==> config.mk <==
export PLATFORM = sky130hd
export DESIGN_NAME = mesi_bus_txn_ctrl
export DESIGN_NICKNAME = d
export VERILOG_FILES = /design/src/rtl/mesi_bus_pkg.sv /design/src/rtl/mesi_prio_enc.sv /design/src/rtl/mesi_bus_txn_ctrl.sv
export SDC_FILE = /design/constraint.sdc
export NUM_CORES = 1
export LEC_CHECK = 0
export BUFFER_PORTS_ARGS = -buffer_cell sky130_fd_sc_hd__buf_2
export CAP_MARGIN = 10
export CORE_MARGIN = 5
export CORE_UTILIZATION = 54
export CTS_CLUSTER_DIAMETER = 80
export DETAILED_ROUTE_END_ITERATION = 6
export PLACE_DENSITY = 0.91
export SLEW_MARGIN = 20
export SYNTH_ARGS = -nofsm -noshare
export SYNTH_HDL_FRONTEND = slang
export SYNTH_SLANG_ARGS = --single-unit
==> constraint.sdc <==
create_clock -name clk -period 4.73 [get_ports clk]
set_input_delay 0.473 -clock clk [delete_from_list [all_inputs] [get_ports clk]]
set_output_delay 0.473 -clock clk [all_outputs]
set_load 0.005 [all_outputs]
==> src/rtl/mesi_bus_pkg.sv <==
// Shared definitions for the MESI bus transaction controller: bus command codes and FSM states.
package mesi_bus_pkg;

  localparam logic [1:0] CMD_BUSRD   = 2'd0;
  localparam logic [1:0] CMD_BUSRDX  = 2'd1;
  localparam logic [1:0] CMD_BUSUPGR = 2'd2;
  localparam logic [1:0] CMD_FLUSH   = 2'd3;

  typedef enum logic [2:0] {
    ST_IDLE,
    ST_ADDR,
    ST_SNOOP,
    ST_MEM,
    ST_WB,
    ST_DONE,
    ST_RELEASE
  } state_t;

endpackage

==> src/rtl/mesi_prio_enc.sv <==
// Lowest-set-bit selector: keeps only the least significant 1 of vec as a one-hot.
module mesi_prio_enc #(
  parameter int N = 2
) (
  input  logic [N-1:0] vec,
  output logic [N-1:0] lowest
);

  localparam logic [N-1:0] ONE = N'(1);

  // Two's complement isolates the lowest set bit.
  assign lowest = vec & (~vec + ONE);

endmodule

==> src/rtl/mesi_bus_txn_ctrl.sv <==
// One coherent bus transaction per arbiter grant: address, snoop, memory/cache data phase, completion.
// Optional memory-ack timeout enabled by defining BUS_TIMEOUT_EN.
module mesi_bus_txn_ctrl
  import mesi_bus_pkg::*;
#(
  parameter int N       = 2,
  parameter int AW      = 32,
  parameter int DW      = 32,
  parameter int SNP_LAT = 1,
  parameter int TMO     = 64
) (
  input  logic            clk,
  input  logic            rst_n,
  input  logic [N-1:0]    grant,
  input  logic [2*N-1:0]  req_cmd,
  input  logic [AW*N-1:0] req_addr,
  input  logic [DW*N-1:0] req_wdata,
  output logic            bus_valid,
  output logic [1:0]      bus_cmd,
  output logic [AW-1:0]   bus_addr,
  output logic [N-1:0]    bus_src,
  input  logic [N-1:0]    snp_shared,
  input  logic [N-1:0]    snp_dirty,
  input  logic [DW*N-1:0] snp_data,
  output logic            mem_req,
  output logic            mem_we,
  output logic [AW-1:0]   mem_addr,
  output logic [DW-1:0]   mem_wdata,
  input  logic            mem_ack,
  input  logic [DW-1:0]   mem_rdata,
  output logic [N-1:0]    done,
  output logic [DW-1:0]   rdata,
  output logic            shared,
  output logic            err
);

  localparam int SCW = (SNP_LAT > 1) ? $clog2(SNP_LAT) : 1;
  localparam logic [N-1:0] ONE = N'(1);

  state_t          state_reg;
  logic [N-1:0]    src_reg;
  logic [1:0]      cmd_reg;
  logic [AW-1:0]   addr_reg;
  logic [DW-1:0]   wdata_reg;
  logic [DW-1:0]   data_reg;
  logic            shared_flag_reg;
  logic [SCW-1:0]  snp_cnt_reg;
`ifdef BUS_TIMEOUT_EN
  localparam int TW = (TMO > 1) ? $clog2(TMO) : 1;
  logic [TW-1:0]   tmo_cnt_reg;
`endif

  logic [1:0]      cmd_g   [N];
  logic [AW-1:0]   addr_g  [N];
  logic [DW-1:0]   wdata_g [N];
  logic [DW-1:0]   odata_g [N];
  logic [1:0]      sel_cmd;
  logic [AW-1:0]   sel_addr;
  logic [DW-1:0]   sel_wdata;
  logic [DW-1:0]   owner_data;
  logic            grant_ok;
  logic [N-1:0]    mask_shared;
  logic [N-1:0]    mask_dirty;
  logic [N-1:0]    owner_oh;
  logic            sh;
  logic            dty;

  // The requester never snoops its own transaction.
  assign mask_shared = snp_shared & ~src_reg;
  assign mask_dirty  = snp_dirty & ~src_reg;
  assign sh          = |mask_shared;
  assign dty         = |mask_dirty;
  assign grant_ok    = (|grant) && ((grant & (grant - ONE)) == '0);

  mesi_prio_enc #(.N(N)) u_owner (
    .vec    (mask_dirty),
    .lowest (owner_oh)
  );

  for (genvar gi = 0; gi < N; gi++) begin : g_cache
    assign cmd_g[gi]   = grant[gi] ? req_cmd[2*gi +: 2] : 2'b00;
    assign addr_g[gi]  = grant[gi] ? req_addr[AW*gi +: AW] : '0;
    assign wdata_g[gi] = grant[gi] ? req_wdata[DW*gi +: DW] : '0;
    assign odata_g[gi] = owner_oh[gi] ? snp_data[DW*gi +: DW] : '0;
  end

  always_comb begin
    sel_cmd    = '0;
    sel_addr   = '0;
    sel_wdata  = '0;
    owner_data = '0;
    for (int i = 0; i < N; i++) begin
      sel_cmd    = sel_cmd | cmd_g[i];
      sel_addr   = sel_addr | addr_g[i];
      sel_wdata  = sel_wdata | wdata_g[i];
      owner_data = owner_data | odata_g[i];
    end
  end

  always_ff @(posedge clk or negedge rst_n) begin
    if (!rst_n) begin
      state_reg       <= ST_IDLE;
      src_reg         <= '0;
      cmd_reg         <= CMD_BUSRD;
      addr_reg        <= '0;
      wdata_reg       <= '0;
      data_reg        <= '0;
      shared_flag_reg <= 1'b0;
      snp_cnt_reg     <= '0;
`ifdef BUS_TIMEOUT_EN
      tmo_cnt_reg     <= '0;
`endif
      bus_valid       <= 1'b0;
      bus_cmd         <= '0;
      bus_addr        <= '0;
      bus_src         <= '0;
      mem_req         <= 1'b0;
      mem_we          <= 1'b0;
      mem_addr        <= '0;
      mem_wdata       <= '0;
      done            <= '0;
      rdata           <= '0;
      shared          <= 1'b0;
      err             <= 1'b0;
    end else begin
      bus_valid <= 1'b0;
      done      <= '0;
      case (state_reg)
        ST_IDLE: begin
          if (grant_ok) begin
            src_reg   <= grant;
            cmd_reg   <= sel_cmd;
            addr_reg  <= sel_addr;
            wdata_reg <= sel_wdata;
            bus_valid <= 1'b1;
            bus_cmd   <= sel_cmd;
            bus_addr  <= sel_addr;
            bus_src   <= grant;
            state_reg <= ST_ADDR;
          end
        end
        ST_ADDR: begin
          snp_cnt_reg <= '0;
          state_reg   <= ST_SNOOP;
        end
        ST_SNOOP: begin
          if (snp_cnt_reg == SCW'(SNP_LAT - 1)) begin
            bus_cmd         <= '0;
            bus_addr        <= '0;
            bus_src         <= '0;
            shared_flag_reg <= (cmd_reg == CMD_BUSRD) && (sh || dty);
            data_reg        <= '0;
`ifdef BUS_TIMEOUT_EN
            tmo_cnt_reg     <= '0;
`endif
            if (cmd_reg == CMD_BUSUPGR) begin
              done      <= src_reg;
              rdata     <= '0;
              shared    <= 1'b0;
              err       <= 1'b0;
              state_reg <= ST_DONE;
            end else if (cmd_reg == CMD_FLUSH) begin
              mem_req   <= 1'b1;
              mem_we    <= 1'b1;
              mem_addr  <= addr_reg;
              mem_wdata <= wdata_reg;
              state_reg <= ST_MEM;
            end else if (dty) begin
              data_reg <= owner_data;
              // A dirty owner on BusRd must also refresh memory before the line goes shared.
              if (cmd_reg == CMD_BUSRD) begin
                mem_req   <= 1'b1;
                mem_we    <= 1'b1;
                mem_addr  <= addr_reg;
                mem_wdata <= owner_data;
                state_reg <= ST_WB;
              end else begin
                done      <= src_reg;
                rdata     <= owner_data;
                shared    <= 1'b0;
                err       <= 1'b0;
                state_reg <= ST_DONE;
              end
            end else begin
              mem_req   <= 1'b1;
              mem_we    <= 1'b0;
              mem_addr  <= addr_reg;
              mem_wdata <= '0;
              state_reg <= ST_MEM;
            end
          end else begin
            snp_cnt_reg <= snp_cnt_reg + SCW'(1);
          end
        end
        ST_MEM, ST_WB: begin
          if (mem_ack) begin
            mem_req   <= 1'b0;
            mem_we    <= 1'b0;
            mem_addr  <= '0;
            mem_wdata <= '0;
            done      <= src_reg;
            rdata     <= mem_we ? data_reg : mem_rdata;
            shared    <= shared_flag_reg;
            err       <= 1'b0;
            state_reg <= ST_DONE;
          end
`ifdef BUS_TIMEOUT_EN
          else if (tmo_cnt_reg == TW'(TMO - 1)) begin
            mem_req   <= 1'b0;
            mem_we    <= 1'b0;
            mem_addr  <= '0;
            mem_wdata <= '0;
            done      <= src_reg;
            rdata     <= '0;
            shared    <= 1'b0;
            err       <= 1'b1;
            state_reg <= ST_DONE;
          end else begin
            tmo_cnt_reg <= tmo_cnt_reg + TW'(1);
          end
`endif
        end
        ST_DONE: begin
          rdata     <= '0;
          shared    <= 1'b0;
          err       <= 1'b0;
          state_reg <= ST_RELEASE;
        end
        ST_RELEASE: begin
          // Wait for the arbiter to withdraw this grant so it is not served twice.
          if ((grant & src_reg) == '0) state_reg <= ST_IDLE;
        end
        default: state_reg <= ST_IDLE;
      endcase
    end
  end

endmodule

# After elaboration in Yosys (flattened, before gate mapping)

Cells that the tools add are included.

Add/subtract/negate cells: 3
Equal/unequal tests: 17
Muxes and demuxes: 80
Bitwise gates (word level): 12
Reductions and logical operators: 21

Operator list:

| cell                                                            | number |
|---|---|
| 32-bit two-way mux                                              | 29 |
| 32-bit case mux with 2 select lines                             | 3 |
| 32-bit OR                                                       | 3 |
| 32-bit case mux with 3 select lines                             | 1 |
| 2-bit two-way mux                                               | 11 |
| 3-bit two-way mux                                               | 7 |
| 1-bit two-way mux                                               | 20 |
| 3-bit case mux with 6 select lines                              | 1 |
| 2-bit case mux with 2 select lines                              | 3 |
| 2-bit bitwise AND                                               | 5 |
| 2-bit != test, second input constant                            | 5 |
| 3-bit == test, second input constant                            | 3 |
| 3-bit != test, second input constant                            | 3 |
| 2-bit OR reduction                                              | 4 |
| 3-bit by 2-bit == test with 1-bit output, second input constant | 2 |
| 2-bit logical NOT                                               | 3 |
| 1-bit case mux with 2 select lines                              | 3 |
| 1-bit case mux with 3 select lines                              | 2 |
| 6-bit AND reduction                                             | 1 |
| 2-bit nonzero test                                              | 3 |
| 5-bit AND reduction                                             | 1 |
| 2-bit == test, second input constant                            | 2 |
| 4-bit != test, second input constant                            | 1 |
| 2-bit NOT                                                       | 2 |
| other kinds (13)                                                | 15 |

Register bits: 244
Input bits: 237
Output and inout port bits: 139
Logic and storage cells: 153

# Depth between registers and ports, before layout

Gate-level depths: netlist of the first run.

Depth after elaboration: 13
Mapped depth: 9

# Hierarchy

Synthesis of the first run repeated with hierarchy kept, for this count alone.

Cells, all modules: 995
Area total of the unflattened synthesis: 10621.4 µm²

By module, submodules not included:

| module            | instances | cells each | area each (µm²) |
|---|---|---|---|
| mesi_bus_txn_ctrl | 1         | 993        | 10600.2 |
| mesi_prio_enc     | 1         | 2          | 21.3 |

# Least setup slack after synthesis of the first run

OpenSTA, ideal clock, no wires.

Path kind: input port to flip-flop
Start: in snp_dirty[1]
End: reg rdata[10]
Setup time: 0.125 ns
Arrival: 1.888 ns
Data required time: 4.605 ns
Slack: 2.717 ns
Cell stages on the path: 7
Path buffers: 2
Path through: nor2b_1 > buf_2 > o21ai_2 > a21oi_1 > a221oi_4 > buf_6 > mux2_2

Word-level cells in the longest chain between the ends: 12
Elaborated cells on any way between the ends: 15

RTL lines:

| what                                   | RTL line                 | source |
|---|---|---|
| start: declaration                     | mesi_bus_txn_ctrl.sv:23  | `input logic [N-1:0] snp_dirty,` |
| 2-bit bitwise AND *                    | mesi_bus_txn_ctrl.sv:70  | `assign mask_dirty = snp_dirty & ~src_reg;` |
| 2-bit NOT                              | mesi_prio_enc.sv:12      | `assign lowest = vec & (~vec + ONE);` |
| 2-bit by 1-bit adder with 2-bit output | mesi_prio_enc.sv:12      |  |
| 2-bit bitwise AND                      | mesi_prio_enc.sv:12      |  |
| 32-bit two-way mux                     | mesi_bus_txn_ctrl.sv:84  | `assign odata_g[gi] = owner_oh[gi] ? snp_data[DW*gi +: DW] : '0;` |
| 32-bit OR                              | mesi_bus_txn_ctrl.sv:96  | `owner_data = owner_data \| odata_g[i];` |
| 32-bit two-way mux                     | mesi_bus_txn_ctrl.sv:171 | `if (cmd_reg == CMD_BUSRD) begin` |
| 32-bit two-way mux                     | mesi_bus_txn_ctrl.sv:168 | `end else if (dty) begin` |
| 32-bit two-way mux                     | mesi_bus_txn_ctrl.sv:162 | `end else if (cmd_reg == CMD_FLUSH) begin` |
| 32-bit two-way mux                     | mesi_bus_txn_ctrl.sv:156 | `if (cmd_reg == CMD_BUSUPGR) begin` |
| 32-bit two-way mux                     | mesi_bus_txn_ctrl.sv:147 | `if (snp_cnt_reg == SCW'(SNP_LAT - 1)) begin` |
| 32-bit case mux with 3 select lines    | mesi_bus_txn_ctrl.sv:128 | `case (state_reg)` |
| end signal: assignment                 | mesi_bus_txn_ctrl.sv:179 | `rdata <= owner_data;` |
| end signal: assignment                 | mesi_bus_txn_ctrl.sv:202 | `rdata <= mem_we ? data_reg : mem_rdata;` |
| end: declaration                       | mesi_bus_txn_ctrl.sv:32  | `output logic [DW-1:0] rdata,` |

Mark *: on every way between the ends. The rest lies on a longest branch, timed or not. The select of a mux whose other input is x is not followed.
A chain may end at the register's enable or synchronous reset.

# Worst setup path in the final report of the first run

Start: reg src_reg[0]
End: reg mem_addr[14]

Word-level cells in the longest chain between the ends: 8
Elaborated cells on any way between the ends: 10

RTL lines:

| what                                | RTL line                 | source |
|---|---|---|
| start: declaration                  | mesi_bus_txn_ctrl.sv:41  | `logic [N-1:0] src_reg;` |
| start signal: assignment            | mesi_bus_txn_ctrl.sv:131 | `src_reg <= grant;` |
| 2-bit NOT *                         | mesi_bus_txn_ctrl.sv:70  |  |
| 2-bit bitwise AND *                 | mesi_bus_txn_ctrl.sv:70  |  |
| 2-bit OR reduction *                | mesi_bus_txn_ctrl.sv:72  | `assign dty = \|mask_dirty;` |
| 32-bit two-way mux                  | mesi_bus_txn_ctrl.sv:168 |  |
| 32-bit two-way mux                  | mesi_bus_txn_ctrl.sv:162 |  |
| 32-bit two-way mux                  | mesi_bus_txn_ctrl.sv:156 |  |
| 32-bit two-way mux                  | mesi_bus_txn_ctrl.sv:147 |  |
| 32-bit case mux with 2 select lines | mesi_bus_txn_ctrl.sv:128 |  |
| end signal: assignment              | mesi_bus_txn_ctrl.sv:165 | `mem_addr <= addr_reg;` |
| end signal: assignment              | mesi_bus_txn_ctrl.sv:174 | `mem_addr <= addr_reg;` |
| end signal: assignment              | mesi_bus_txn_ctrl.sv:187 | `mem_addr <= addr_reg;` |
| end: declaration                    | mesi_bus_txn_ctrl.sv:27  | `output logic [AW-1:0] mem_addr,` |

Marks and branches as above.

==> report_table.html, run 1 <==
<table>
<tr><th>Metric</th><th>Value</th></tr>
<tr><th colspan="2">Routing</th></tr>
<tr><td>Total vias in the final route</td><td>10,108</td></tr>
<tr><td>Number of vias per cell after detailed routing</td><td>5.911</td></tr>
<tr><td>Residual DRC count</td><td>0</td></tr>
<tr><td>ANT nets after route</td><td>0</td></tr>
<tr><td>Detailed Route WL</td><td>35.16 mm</td></tr>
<tr><td>First-pass iteration count of the detailed router</td><td>7</td></tr>
<tr><td>First-iteration detailed-routing DRC count</td><td>764</td></tr>
<tr><td>Per-cell routed wire length</td><td>20.56 µm</td></tr>
<tr><th colspan="2">Timing</th></tr>
<tr><td>Sum of negative setup slack</td><td>0 ns</td></tr>
<tr><td>Peak clock frequency supported by timing</td><td>0.3302 GHz</td></tr>
<tr><td>Pins Over Slew Limit</td><td>0</td></tr>
<tr><td>Post-route clock skew</td><td>0.01099 ns</td></tr>
<tr><td>Slew Limit Headroom</td><td>0.2766</td></tr>
<tr><td>Post-layout minimum cycle time</td><td>3.028 ns</td></tr>
<tr><td>Final period util</td><td>0.6402</td></tr>
<tr><td>RSZ-0062 raised after global routing</td><td>no</td></tr>
<tr><td>Total count of hold-check failures in the final report</td><td>0</td></tr>
<tr><td>Setup violators final</td><td>0</td></tr>
<tr><td>Slew at the pin closest to its max-slew limit</td><td>1.085 ns</td></tr>
<tr><th colspan="2">GRT</th></tr>
<tr><td>Antenna violations before repair</td><td>4</td></tr>
<tr><td>GRT Resource Usage Total</td><td>0.2898</td></tr>
<tr><td>Global route total overflow</td><td>0</td></tr>
<tr><td>Wire length of the first global-routing pass</td><td>54.99 mm</td></tr>
<tr><td>Vias in the first global route</td><td>10,338</td></tr>
<tr><td>Maximum number of pins on one net before global-route repair</td><td>116</td></tr>
<tr><th colspan="2">Critical path</th></tr>
<tr><td>CP Launch Type</td><td>flip-flop</td></tr>
<tr><td>Worst reg2reg setup slack</td><td>1.70 ns</td></tr>
<tr><td>Critical path start-end classification</td><td>flip-flop to flip-flop</td></tr>
<tr><td>Reg2reg start</td><td>src_reg[0]</td></tr>
<tr><td>Highest fanout seen on the critical path</td><td>34</td></tr>
<tr><td>Reg-to-reg critical path endpoint</td><td>mem_addr[14]</td></tr>
<tr><td>Critical Path AT</td><td>3.44 ns</td></tr>
<tr><td>Critical path capture point type</td><td>flip-flop</td></tr>
<tr><td>R2R cell count</td><td>6</td></tr>
<tr><td>Critical path data required time</td><td>5.14 ns</td></tr>
<tr><td>Worst setup path startpoint</td><td>src_reg[0]</td></tr>
<tr><td>Last element of the critical path</td><td>mem_addr[14]</td></tr>
<tr><th colspan="2">Logic synthesis</th></tr>
<tr><td>Cell type with the largest total area after synthesis</td><td>dfrtp_1</td></tr>
<tr><td>Number of enable-type register cells in the synthesized netlist</td><td>0</td></tr>
<tr><td>Synth warnings</td><td>0</td></tr>
<tr><td>Net count of the mapped netlist</td><td>1,329</td></tr>
<tr><td>Yosys top cell area share</td><td>0.5561</td></tr>
<tr><td>Synthesized area per cell</td><td>9.972 µm²</td></tr>
<tr><td>Top cells by area in the synthesized netlist</td><td>dfrtp_1 (56%), nand2_1 (7.1%), a22oi_1 (4.4%), a21oi_1 (3.2%), o21ai_0 (3.0%)</td></tr>
<tr><td>Post-Synthesis Cell Area</td><td>0.01089 mm²</td></tr>
<tr><td>Fraction of registers with async set/reset</td><td>1.000</td></tr>
<tr><td>Share of synthesized area occupied by flip-flops and latches</td><td>0.5561</td></tr>
<tr><td>Syn Inst Count</td><td>1,092</td></tr>
<tr><td>Post-synth cell types</td><td>43</td></tr>
<tr><td>Post-synth top flop</td><td>dfrtp_1</td></tr>
<tr><td>Post-synthesis register bit count</td><td>242</td></tr>
<tr><th colspan="2">Clock tree</th></tr>
<tr><td>Number of sinks driven by the clock tree</td><td>242</td></tr>
<tr><td>Clock slew at reported path FFs</td><td>0.06 ns</td></tr>
<tr><td>Largest buffer count on any clock path</td><td>3</td></tr>
<tr><td>Hold Buf Count CTS</td><td>0</td></tr>
<tr><td>H-tree depth reported by CTS</td><td>1</td></tr>
<tr><td>CTS root buf</td><td>clkbuf_16</td></tr>
<tr><td>TritonCTS buffer count</td><td>25</td></tr>
<tr><td>TritonCTS clock tree</td><td>yes</td></tr>
<tr><td>Clock Latency Late Sink</td><td>0.51 ns</td></tr>
<tr><td>Number of setup buffers added after CTS</td><td>0</td></tr>
<tr><td>Resized Gates After CTS</td><td>0</td></tr>
<tr><th colspan="2">Floorplan</th></tr>
<tr><td>Starting Density</td><td>0.5434</td></tr>
<tr><td>Cell row count</td><td>52</td></tr>
<tr><td>Die outline width</td><td>152.0 µm</td></tr>
<tr><td>Boundary Pins</td><td>376</td></tr>
<tr><td>Die Footprint</td><td>0.02311 mm²</td></tr>
<tr><td>Core region area</td><td>0.02004 mm²</td></tr>
<tr><td>Die height</td><td>152.0 µm</td></tr>
<tr><th colspan="2">Layout</th></tr>
<tr><td>Commonest non-fill, non-tap cell in the layout</td><td>buf_2</td></tr>
<tr><td>Post-layout nets</td><td>1,658</td></tr>
<tr><td>Non-Filler Instances</td><td>1,710</td></tr>
<tr><td>Post-route cell area</td><td>0.01367 mm²</td></tr>
<tr><td>Proportion of layout cells with a drive suffix above 1</td><td>0.3252</td></tr>
<tr><td>Utilization after layout</td><td>0.6824</td></tr>
<tr><td>Layout overhead on the synthesized area</td><td>25.58%</td></tr>
<tr><td>Commonest cells after routing, fill and taps aside</td><td>buf_2 (373), dfrtp_1 (241), nand2_1 (205)</td></tr>
<tr><th colspan="2">Place</th></tr>
<tr><td>IO buf count</td><td>374</td></tr>
<tr><td>Weighted congestion at the end of routability-driven global placement</td><td>0.8967</td></tr>
<tr><td>Placed inst area</td><td>0.01289 mm²</td></tr>
<tr><td>Post-detail-place hpwl</td><td>24.08 mm</td></tr>
<tr><td>Inst Count DP</td><td>1,664</td></tr>
<tr><th colspan="2">Pwr</th></tr>
<tr><td>LEAKAGE</td><td>0.007167 µW</td></tr>
<tr><td>Highest ir drop seen on vdd</td><td>0.3838 mV</td></tr>
<tr><td>Cell Pwr Density</td><td>633.0 mW/mm²</td></tr>
<tr><th colspan="2">Run</th></tr>
<tr><td>Max-Cap Viols</td><td>0</td></tr>
<tr><th colspan="2">Min path</th></tr>
<tr><td>Hold/Removal Path Class</td><td>primary input to asynchronous set/reset pin</td></tr>
<tr><th colspan="2">Status</th></tr>
<tr><td>Outcome</td><td>finished clean</td></tr>
</table>
==> logic make-up (layout without fill, tap and decap cells) <==
kind of cell    count (synthesis)  after routing  share of synthesized area
other cells                     1              5                  0.0003444
flops                         242            242                     0.5561
simple gates                  340            340                     0.1432
buf+inv                       127            471                    0.04929
mux                            65             65                    0.06354
compound gates                317            317                     0.1875
==> metal layers <==
layer	GRT usage	up-vias	part of all wire
li1	-	4501	-
met1	0.3722	4787	0.38
met2	0.4575	691	0.47
met3	0.07338	129	0.10
met4	0.1498	0	0.054
met5	0	-	0
==> worst min path at each step <==
| stage | depth (start not counted) | from | end | slack [ns] |
|---|---|---|---|---|
| 2_1_floorplan | 0 | rst_n | addr_reg[0] | 0.18 |
| 3_3_place_gp | 2 | shared_flag_reg | shared_flag_reg | 0.44 |
| 3_5_place_dp | 2 | shared_flag_reg | shared_flag_reg | 0.45 |
| 4_1_cts | 1 | rst_n | rdata[6] | 0.06 |
| 5_1_grt | 1 | rst_n | wdata_reg[7] | 0.09 |
| 6_report | 1 | rst_n | wdata_reg[7] | 0.02 |
==> critical path: stages (launching register included) <==
cell     delay [ns]
dfrtp_1        0.84
and2b_1        0.32
o21a_1         0.23
o32ai_4        0.83
buf_4          0.44
nand3_1        0.11
o21ai_0        0.13
==> cell usage after synthesis (2+ instances only) <==
cell type    n
a21o_1       2
a21oi_1     70
a221oi_1     2
a22oi_1     64
a31oi_1     32
and2_1       5
and2b_1      2
and3b_1     33
buf_1        8
buf_2       27
buf_6        3
clkbuf_1    51
dfrtp_1    242
inv_1       36
mux2_1       8
mux2_2      25
mux2i_1     32
nand2_1    205
nand2b_1     4
nand3_1     35
nor2_1      42
nor2b_1      7
nor3_1       4
o21a_1       2
o21ai_0     65
o21ai_1      5
o22ai_1     33
o2bb2ai_1   33
==> stage by stage <==
step	total power, µW	hold WS, ns	worst slack, ns
2_1_floorplan	5483	0.1774	2.717
3_3_place_gp	6556	0.4423	1.818
3_5_place_dp	6726	0.4515	1.749
4_1_cts	8638	0.06358	1.743
5_1_grt	9169	0.08768	1.441
6_report	8656	0.02129	1.702
==> area by class of cell <==
class,instances,area [µm²]
Fill cell,1535,6365
Sequential cell,242,6057
Multi-Input combinational cell,723,4330
Timing Repair Buffer,392,2029
Clock buffer,37,720.7
Tap cell,270,337.8
Inverter,37,138.9
Clock inverter,5,50.05
Antenna cell,4,10.01
==> where the power goes <==
group	total [µW]	switching [µW]	internal [µW]
clock	1890	786	1100
combinational	3340	2020	1330
sequential	3430	564	2860
total	8660	3370	5290
(Power assumes the default switching activity.)
==> inputs of run 2 (changes only) <==
ABC_AREA = 1   (was unset)
CORE_UTILIZATION = 47   (was 54)
PLACE_DENSITY = 0.84   (was 0.91)
clock period = 2.5 ns   (was 4.73 ns; I/O delays follow)
==> run 2 against run 1 <==
  * Fmax up 25%
  * Flip-flop and latch count is the same
  * Sequential share of layout area is 6.7 points lower
  * Clock power grew 120%
  * Highest routed layer unchanged
==> report_table.html, run 2 <==
<table>
<tr><th>Metric</th><th>Value</th></tr>
<tr><th colspan="2">Layout</th></tr>
<tr><td>Layout overhead on the synthesized area</td><td>36.37%</td></tr>
<tr><td>Post-route cell area</td><td>0.01612 mm² (+18%)</td></tr>
<tr><td>Commonest cells after routing, fill and taps aside</td><td>nand2_1 (756), buf_2 (373), dfrtp_1 (241)</td></tr>
<tr><td>Post-layout nets</td><td>2,271 (+37%)</td></tr>
<tr><td>Commonest non-fill, non-tap cell in the layout</td><td>nand2_1</td></tr>
<tr><td>Proportion of layout cells with a drive suffix above 1</td><td>0.2484 (-0.07679)</td></tr>
<tr><th colspan="2">Critical path</th></tr>
<tr><td>Most frequent cell on the critical path</td><td>buf_12</td></tr>
<tr><td>Critical path start-end classification</td><td>flip-flop to flip-flop</td></tr>
<tr><td>Delay of the slowest critical-path stage</td><td>0.58 ns (-0.26 ns)</td></tr>
<tr><td>Cells along the critical path</td><td>nor2_1 &gt; nand2_2 &gt; nor2_4 &gt; buf_12 &gt; buf_12 &gt; nand2_1 &gt; nand3_1 &gt; dlygate4sd3_1</td></tr>
<tr><td>Critical path capture point type</td><td>flip-flop</td></tr>
<tr><td>CP max stage cell</td><td>dlygate4sd3_1</td></tr>
<tr><td>CP Launch Type</td><td>flip-flop</td></tr>
<tr><td>Highest fanout seen on the critical path</td><td>29 (-15%)</td></tr>
<tr><td>Critical path data required time</td><td>2.95 ns (-2.19 ns)</td></tr>
<tr><td>Critical Path AT</td><td>2.87 ns (-0.57 ns)</td></tr>
<tr><th colspan="2">Min path</th></tr>
<tr><td>Hold/Removal Path Class</td><td>primary input to flip-flop</td></tr>
<tr><th colspan="2">Floorplan</th></tr>
<tr><td>Die outline width</td><td>168.6 µm (+11%)</td></tr>
<tr><td>Starting Density</td><td>0.4734 (-0.07001)</td></tr>
<tr><td>Cell row count</td><td>58 (+12%)</td></tr>
<tr><td>Core region area</td><td>0.02496 mm² (+25%)</td></tr>
<tr><td>Die height</td><td>168.6 µm (+11%)</td></tr>
<tr><td>Die Footprint</td><td>0.02841 mm² (+23%)</td></tr>
<tr><td>Boundary Pins</td><td>376 (unchanged)</td></tr>
<tr><th colspan="2">Logic synthesis</th></tr>
<tr><td>Post-Synthesis Cell Area</td><td>0.01182 mm² (+8.5%)</td></tr>
<tr><td>Synth cell count leaders</td><td>nand2_1 (758), dfrtp_1 (242), nand3_1 (133)</td></tr>
<tr><td>Top cells by area in the synthesized netlist</td><td>dfrtp_1 (51%), nand2_1 (24%), nand3_1 (5.6%), o21ai_0 (3.1%), inv_1 (2.5%)</td></tr>
<tr><td>Net count of the mapped netlist</td><td>1,822 (+37%)</td></tr>
<tr><td>Yosys top cell area share</td><td>0.5124 (-0.04369)</td></tr>
<tr><td>Number of enable-type register cells in the synthesized netlist</td><td>0 (unchanged)</td></tr>
<tr><td>Post-synthesis register bit count</td><td>242 (unchanged)</td></tr>
<tr><td>Share of synthesized area occupied by flip-flops and latches</td><td>0.5124 (-0.04369)</td></tr>
<tr><td>Post-synth top flop</td><td>dfrtp_1</td></tr>
<tr><td>Synthesized area per cell</td><td>7.456 µm² (-25%)</td></tr>
<tr><td>Post-synth cell types</td><td>29 (-33%)</td></tr>
<tr><td>Cell type with the largest total area after synthesis</td><td>dfrtp_1</td></tr>
<tr><td>Syn Inst Count</td><td>1,585 (+45%)</td></tr>
<tr><td>Most used standard cell by instance count after synthesis</td><td>nand2_1</td></tr>
<tr><td>Fraction of registers with async set/reset</td><td>1.000 (unchanged)</td></tr>
<tr><td>Synth warnings</td><td>0 (unchanged)</td></tr>
<tr><th colspan="2">Clock tree</th></tr>
<tr><td>TritonCTS clock tree</td><td>yes</td></tr>
<tr><td>TritonCTS buffer count</td><td>26 (+4.0%)</td></tr>
<tr><td>H-tree depth reported by CTS</td><td>1 (unchanged)</td></tr>
<tr><td>Number of sinks driven by the clock tree</td><td>242 (unchanged)</td></tr>
<tr><td>CTS root buf</td><td>clkbuf_16</td></tr>
<tr><td>Clock Latency Late Sink</td><td>0.53 ns (+0.02 ns)</td></tr>
<tr><td>Clock slew at reported path FFs</td><td>0.06 ns (about the same)</td></tr>
<tr><td>Largest buffer count on any clock path</td><td>3 (unchanged)</td></tr>
<tr><th colspan="2">Timing</th></tr>
<tr><td>Post-layout minimum cycle time</td><td>2.419 ns (-0.6092 ns)</td></tr>
<tr><td>Peak clock frequency supported by timing</td><td>0.4134 GHz (+25%)</td></tr>
<tr><td>Pins Over Slew Limit</td><td>0 (unchanged)</td></tr>
<tr><td>Final hold slack</td><td>0.01890 ns (-0.002390 ns)</td></tr>
<tr><td>Final period util</td><td>0.9675 (+0.3273)</td></tr>
<tr><td>Slew Limit Headroom</td><td>0.4162 (+0.1395)</td></tr>
<tr><td>Fin worst setup slack</td><td>0.08117 ns (-1.621 ns)</td></tr>
<tr><td>Post-route clock skew</td><td>0.009277 ns (-0.001713 ns)</td></tr>
<tr><td>Slew at the pin closest to its max-slew limit</td><td>0.8737 ns (-0.2114 ns)</td></tr>
<tr><td>Sum of negative setup slack</td><td>0 ns (unchanged)</td></tr>
<tr><td>Setup violators final</td><td>0 (unchanged)</td></tr>
<tr><td>Total count of hold-check failures in the final report</td><td>0 (unchanged)</td></tr>
<tr><th colspan="2">Routing</th></tr>
<tr><td>Detailed Route WL</td><td>43.54 mm (+24%)</td></tr>
<tr><td>ANT nets after route</td><td>0 (unchanged)</td></tr>
<tr><td>First-iteration detailed-routing DRC count</td><td>1,712 (+120%)</td></tr>
<tr><td>Number of vias per cell after detailed routing</td><td>5.401 (-8.6%)</td></tr>
<tr><td>Residual DRC count</td><td>0 (unchanged)</td></tr>
<tr><td>Total vias in the final route</td><td>12,887 (+27%)</td></tr>
<tr><td>First-pass iteration count of the detailed router</td><td>6 (-1)</td></tr>
<tr><td>Per-cell routed wire length</td><td>18.25 µm (-11%)</td></tr>
<tr><th colspan="2">Pwr</th></tr>
<tr><td>Cell Pwr Density</td><td>1239 mW/mm² (+96%)</td></tr>
<tr><td>Overall power after layout</td><td>19,970 µW (+130%)</td></tr>
<tr><td>LEAKAGE</td><td>0.009195 µW (+28%)</td></tr>
<tr><td>Highest ir drop seen on vdd</td><td>0.8245 mV (+110%)</td></tr>
<tr><th colspan="2">Status</th></tr>
<tr><td>Outcome</td><td>finished clean</td></tr>
<tr><th colspan="2">Run</th></tr>
<tr><td>Max-Cap Viols</td><td>0 (unchanged)</td></tr>
<tr><th colspan="2">GRT</th></tr>
<tr><td>Antenna violations before repair</td><td>3 (-1)</td></tr>
<tr><td>GRT Resource Usage Total</td><td>0.2953 (+0.005531)</td></tr>
<tr><td>Wire length of the first global-routing pass</td><td>68.15 mm (+24%)</td></tr>
<tr><td>Global route total overflow</td><td>0 (unchanged)</td></tr>
<tr><td>Maximum number of pins on one net before global-route repair</td><td>99 (-15%)</td></tr>
<tr><td>Vias in the first global route</td><td>12,860 (+24%)</td></tr>
<tr><th colspan="2">Place</th></tr>
<tr><td>Placed inst area</td><td>0.01401 mm² (+8.7%)</td></tr>
<tr><td>Weighted congestion at the end of routability-driven global placement</td><td>0.9336 (+4.1%)</td></tr>
<tr><td>IO buf count</td><td>374 (unchanged)</td></tr>
<tr><td>Post-detail-place hpwl</td><td>27.87 mm (+16%)</td></tr>
<tr><td>Worst Setup Slack post-DPL</td><td>0.3435 ns (-1.405 ns)</td></tr>
</table>
==> run 2: final timing paths <==
kind	slack, ns	cells after the start	end	start
min	0.02	3	bus_addr[23]	req_addr[23]
max in group asynchronous	1.49	3	bus_addr[2]	rst_n
max	0.08	8	wdata_reg[14]	state_reg[0]
min in group asynchronous	0.23	2	rdata[17]	rst_n
min reg2reg	0.46	2	rdata[22]	rdata[22]
max reg2reg	0.08	8	wdata_reg[14]	state_reg[0]
==> run 2: worst max-delay path: cells and delay by family (launching register included) <==
family / cells / cell delay (ns)
buffers and inverters: 3 / 0.99
DFF: 1 / 0.47
and+or+nand+nor: 5 / 0.85
==> run 2: timing repair <==
action | CTS | global route
hold buffers | 113 | 0
endpoints found under the hold margin | 127 | 0
gates resized for setup | 0 | 2
buffers inserted | 0 | 4
endpoints found under the setup margin | 0 | 37
==> run 2: area by class of cell <==
| class | instances | area [µm²] |
|---|---|---|
| antenna | 3 | 7.507 |
| clock buffer | 35 | 735.7 |
| clock inverter | 12 | 191.4 |
| fill | 1983 | 8848 |
| inverter | 87 | 326.6 |
| multi-input combinational | 1159 | 5022 |
| sequential | 242 | 6057 |
| tap | 330 | 412.9 |
| timing repair buffer | 518 | 3362 |
==> run 2: routing by layer <==
| layer | GRT usage | vias to the layer above | routed length [µm] |
|---|---|---|---|
| met3 | 0.05815 | 149 | 4318 |
| met2 | 0.4893 | 869 | 20790 |
| met4 | 0.1157 | 0 | 1893 |
| li1 | - | 5878 | - |
| met1 | 0.3844 | 5991 | 16540 |
| met5 | 0 | - | 0 |
==> run 2: kinds of logic (layout without fill, tap and decap cells) <==
family	Yosys count	in the layout	synth area share
buffers and inverters	184	652	0.06585
AO/OA/AOI/OAI	114	114	0.05611
flip-flops	242	242	0.5124
AND/OR/NAND/NOR	1044	1044	0.3653
other	1	4	0.0003173
==> run 2: metrics by stage <==
| step | cells | utilization |
|---|---|---|
| floorplan | 1585 | - |
| global placement | 2219 | 0.5613 |
| detailed placement | 2219 | 0.5613 |
| CTS | 2379 | 0.6438 |
| global route | 2384 | 0.6453 |
| finish | 2386 | 0.6455 |
==> run 2: where the power goes <==
| part | total (µW) | internal [µW] | leakage (µW) | switching, µW |
|---|---|---|---|---|
| Sequential | 6490 | 5550 | 0.00313 | 946 |
| Clock | 4200 | 2580 | 0.000455 | 1620 |
| Combinational | 9280 | 3290 | 0.00561 | 5990 |
==> inputs of run 3 (changes only) <==
ABC_AREA = 0   (was 1)
CORE_UTILIZATION = 46   (was 47)
PLACE_DENSITY = 0.83   (was 0.84)
==> run 3 against run 2 <==
  * Via count is 15% lower
  * Die area decreased by 5.5%
  * Final area is 6.1% lower
  * Largest power group unchanged
  * Fmax up 4.1%
  * Global-route usage grew 0.25 points
==> report_table.html, run 3 (synthesized netlist as in run 1, its figures left out) <==
<table>
<tr><th>Metric</th><th>Value</th></tr>
<tr><th colspan="2">Critical path</th></tr>
<tr><td>Critical Path AT</td><td>2.78 ns (-0.09 ns)</td></tr>
<tr><td>Cells along the critical path</td><td>nor3_1 &gt; and2_4 &gt; buf_12 &gt; a22oi_1 &gt; dlygate4sd3_1 &gt; nand2_1</td></tr>
<tr><td>Worst setup path startpoint</td><td>state_reg[0]</td></tr>
<tr><td>Delay of the slowest critical-path stage</td><td>0.60 ns (+0.02 ns)</td></tr>
<tr><td>CP Launch Type</td><td>flip-flop</td></tr>
<tr><td>Critical path start-end classification</td><td>flip-flop to flip-flop</td></tr>
<tr><td>Reg2reg start</td><td>state_reg[0]</td></tr>
<tr><td>Critical path capture point type</td><td>flip-flop</td></tr>
<tr><td>Last element of the critical path</td><td>addr_reg[28]</td></tr>
<tr><td>Reg-to-reg critical path endpoint</td><td>addr_reg[28]</td></tr>
<tr><td>CP max stage cell</td><td>dlygate4sd3_1</td></tr>
<tr><td>Critical path data required time</td><td>2.96 ns (about the same)</td></tr>
<tr><td>Worst reg2reg setup slack</td><td>0.18 ns (+0.10 ns)</td></tr>
<tr><td>R2R cell count</td><td>6 (-2)</td></tr>
<tr><td>Highest fanout seen on the critical path</td><td>25 (-14%)</td></tr>
<tr><th colspan="2">Place</th></tr>
<tr><td>Worst Setup Slack post-DPL</td><td>0.1858 ns (-0.1577 ns)</td></tr>
<tr><td>Post-detail-place hpwl</td><td>25.45 mm (-8.7%)</td></tr>
<tr><td>IO buf count</td><td>374 (unchanged)</td></tr>
<tr><td>Weighted congestion at the end of routability-driven global placement</td><td>0.9293 (-0.46%)</td></tr>
<tr><th colspan="2">Clock tree</th></tr>
<tr><td>TritonCTS clock tree</td><td>yes</td></tr>
<tr><td>TritonCTS buffer count</td><td>27 (+3.8%)</td></tr>
<tr><td>Number of sinks driven by the clock tree</td><td>242 (unchanged)</td></tr>
<tr><td>H-tree depth reported by CTS</td><td>1 (unchanged)</td></tr>
<tr><td>Clock slew at reported path FFs</td><td>0.06 ns (about the same)</td></tr>
<tr><td>CTS root buf</td><td>clkbuf_16</td></tr>
<tr><td>Number of setup buffers added after CTS</td><td>0 (unchanged)</td></tr>
<tr><td>Clock Latency Late Sink</td><td>0.52 ns (about the same)</td></tr>
<tr><td>Largest buffer count on any clock path</td><td>3 (unchanged)</td></tr>
<tr><th colspan="2">Timing</th></tr>
<tr><td>Sum of negative setup slack</td><td>0 ns (unchanged)</td></tr>
<tr><td>Final hold slack</td><td>0.01178 ns (-0.007119 ns)</td></tr>
<tr><td>Post-layout minimum cycle time</td><td>2.323 ns (-0.09571 ns)</td></tr>
<tr><td>Final period util</td><td>0.9292 (-0.03828)</td></tr>
<tr><td>Setup violators final</td><td>0 (unchanged)</td></tr>
<tr><td>Total count of hold-check failures in the final report</td><td>0 (unchanged)</td></tr>
<tr><td>RSZ-0062 raised after global routing</td><td>no</td></tr>
<tr><td>Peak clock frequency supported by timing</td><td>0.4305 GHz (+4.1%)</td></tr>
<tr><td>Slew at the pin closest to its max-slew limit</td><td>0.5767 ns (-0.2969 ns)</td></tr>
<tr><td>Post-route clock skew</td><td>0.006540 ns (-0.002737 ns)</td></tr>
<tr><td>Slew Limit Headroom</td><td>0.6155 (+0.1993)</td></tr>
<tr><td>Fin worst setup slack</td><td>0.1769 ns (+0.09571 ns)</td></tr>
<tr><td>Pins Over Slew Limit</td><td>0 (unchanged)</td></tr>
<tr><th colspan="2">Routing</th></tr>
<tr><td>First-pass iteration count of the detailed router</td><td>7 (+1)</td></tr>
<tr><td>ANT nets after route</td><td>0 (unchanged)</td></tr>
<tr><td>Number of vias per cell after detailed routing</td><td>5.824 (+7.8%)</td></tr>
<tr><td>Total vias in the final route</td><td>11,007 (-15%)</td></tr>
<tr><td>Routed wl met3</td><td>4.220 mm (-2.3%)</td></tr>
<tr><td>Residual DRC count</td><td>0 (unchanged)</td></tr>
<tr><td>Metal1 wirelength</td><td>14.91 mm (-9.9%)</td></tr>
<tr><td>Sum of met2 wire segment lengths after detailed routing</td><td>19.63 mm (-5.6%)</td></tr>
<tr><td>Detailed Route WL</td><td>41.23 mm (-5.3%)</td></tr>
<tr><td>First-iteration detailed-routing DRC count</td><td>1,278 (-25%)</td></tr>
<tr><td>Per-cell routed wire length</td><td>21.81 µm (+20%)</td></tr>
<tr><td>Top sig layer</td><td>met4</td></tr>
<tr><th colspan="2">Floorplan</th></tr>
<tr><td>Die outline width</td><td>163.9 µm (-2.8%)</td></tr>
<tr><td>Die Footprint</td><td>0.02685 mm² (-5.5%)</td></tr>
<tr><td>Die height</td><td>163.9 µm (-2.8%)</td></tr>
<tr><td>Core region area</td><td>0.02340 mm² (-6.3%)</td></tr>
<tr><td>Boundary Pins</td><td>376 (unchanged)</td></tr>
<tr><td>Starting Density</td><td>0.4653 (-0.008085)</td></tr>
<tr><td>Cell row count</td><td>56 (-3.4%)</td></tr>
<tr><th colspan="2">GRT</th></tr>
<tr><td>Maximum number of pins on one net before global-route repair</td><td>70 (-29%)</td></tr>
<tr><td>Vias in the first global route</td><td>11,623 (-9.6%)</td></tr>
<tr><td>Wire length of the first global-routing pass</td><td>62.96 mm (-7.6%)</td></tr>
<tr><td>GRT Resource Usage Total</td><td>0.2978 (+0.002550)</td></tr>
<tr><td>Antenna violations before repair</td><td>3 (unchanged)</td></tr>
<tr><td>Global route total overflow</td><td>0 (unchanged)</td></tr>
<tr><th colspan="2">Min path</th></tr>
<tr><td>Hold/Removal Path Class</td><td>primary input to flip-flop</td></tr>
<tr><td>Cell depth of the worst min-delay path</td><td>3 (unchanged)</td></tr>
<tr><th colspan="2">Layout</th></tr>
<tr><td>Commonest non-fill, non-tap cell in the layout</td><td>buf_2</td></tr>
<tr><td>Layout overhead on the synthesized area</td><td>39.03%</td></tr>
<tr><td>Commonest cells after routing, fill and taps aside</td><td>buf_2 (373), dfrtp_1 (241), nand2_1 (204)</td></tr>
<tr><td>Sequential cell area</td><td>0.006057 mm² (unchanged)</td></tr>
<tr><td>Proportion of layout cells with a drive suffix above 1</td><td>0.3101 (+0.06173)</td></tr>
<tr><td>Post-layout nets</td><td>1,787 (-21%)</td></tr>
<tr><td>Total area of multi-input combinational cells</td><td>0.004340 mm² (-14%)</td></tr>
<tr><td># fillers</td><td>1,785 (-10%)</td></tr>
<tr><th colspan="2">Run</th></tr>
<tr><td>Max-Cap Viols</td><td>0 (unchanged)</td></tr>
<tr><th colspan="2">Pwr</th></tr>
<tr><td>Highest ir drop seen on vdd</td><td>0.7394 mV (-10%)</td></tr>
<tr><td>Cell Pwr Density</td><td>1139 mW/mm² (-8.1%)</td></tr>
<tr><td>LEAKAGE</td><td>0.007694 µW (-16%)</td></tr>
<tr><th colspan="2">Status</th></tr>
<tr><td>Outcome</td><td>finished clean</td></tr>
</table>
[run 3: cell count changes in the layout (fill, tap and decap cells not counted), sizes merged, moves of 33 or more]
cell and delta:
nor2 -36, and3b +33, mux2 +33, nand2 -558, o22ai +33, o2bb2ai +33
a21oi +67, inv -50, nand4 -33, nand3 -99
[run 3: critical path: cells and delay by family, from the launching register on]
| family | cells | cell delay [ns] |
|---|---|---|
| AND/OR/NAND/NOR | 3 | 0.83 |
| buffers and inverters | 2 | 0.81 |
| flip-flops | 1 | 0.47 |
| AO/OA/AOI/OAI | 1 | 0.14 |
[run 3: metrics by stage]
step           cells  instance area (µm²)  utilization  total power [µW]
5_1_grt         1889                15140       0.6468             18300
4_1_cts         1885                15100       0.6452             17020
2_1_floorplan   1092                10890            -             10370
3_3_place_gp    1728                13150       0.5619             12680
3_5_place_dp    1728                13150       0.5619             12970
6_report        1890                15140       0.6469             17240
[run 3: area by class of cell]
cell class	instances	share of cell area
Antenna cell	4	0.0006612
Clock buffer	43	0.05256
Clock inverter	3	0.002810
Inverter	37	0.009174
Multi-Input combinational cell	723	0.2867
Sequential cell	242	0.4001
Tap cell	319	0.02636
Timing Repair Buffer	519	0.2217
[run 3: how the worst min path moves through the flow]
stage / startpoint / to / slack [ns]
2_1_floorplan: rst_n / addr_reg[0] / -0.05
3_3_place_gp: rst_n / mem_wdata[14] / 0.25
3_5_place_dp: rst_n / mem_wdata[19] / 0.25
4_1_cts: req_wdata[50] / wdata_reg[18] / 0.003
5_1_grt: req_addr[20] / addr_reg[20] / 0.01
6_report: req_wdata[50] / wdata_reg[18] / 0.01
[run 3: power by group]
| group | total (µW) | leakage (µW) | internal [µW] | switching (µW) |
|---|---|---|---|---|
| Combinational | 7070 | 0.00413 | 2880 | 4190 |
| Clock | 3810 | 0.000406 | 2260 | 1550 |
| Sequential | 6360 | 0.00316 | 5420 | 933 |
| Total | 17200 | 0.00769 | 10600 | 6680 |
[run 3: repair_timing]
item | in CTS | in global routing
gates resized for setup | 0 | 2
hold buffers | 111 | 0
endpoints found under the setup margin | 0 | 18
endpoints found under the hold margin | 122 | 0
[run 3: routing by layer]
layer  vias up  global-route usage
met5         -                   0
met4         0              0.1590
met3       187             0.07854
met2       763              0.4998
met1      5286              0.3507
li1       4771                   -
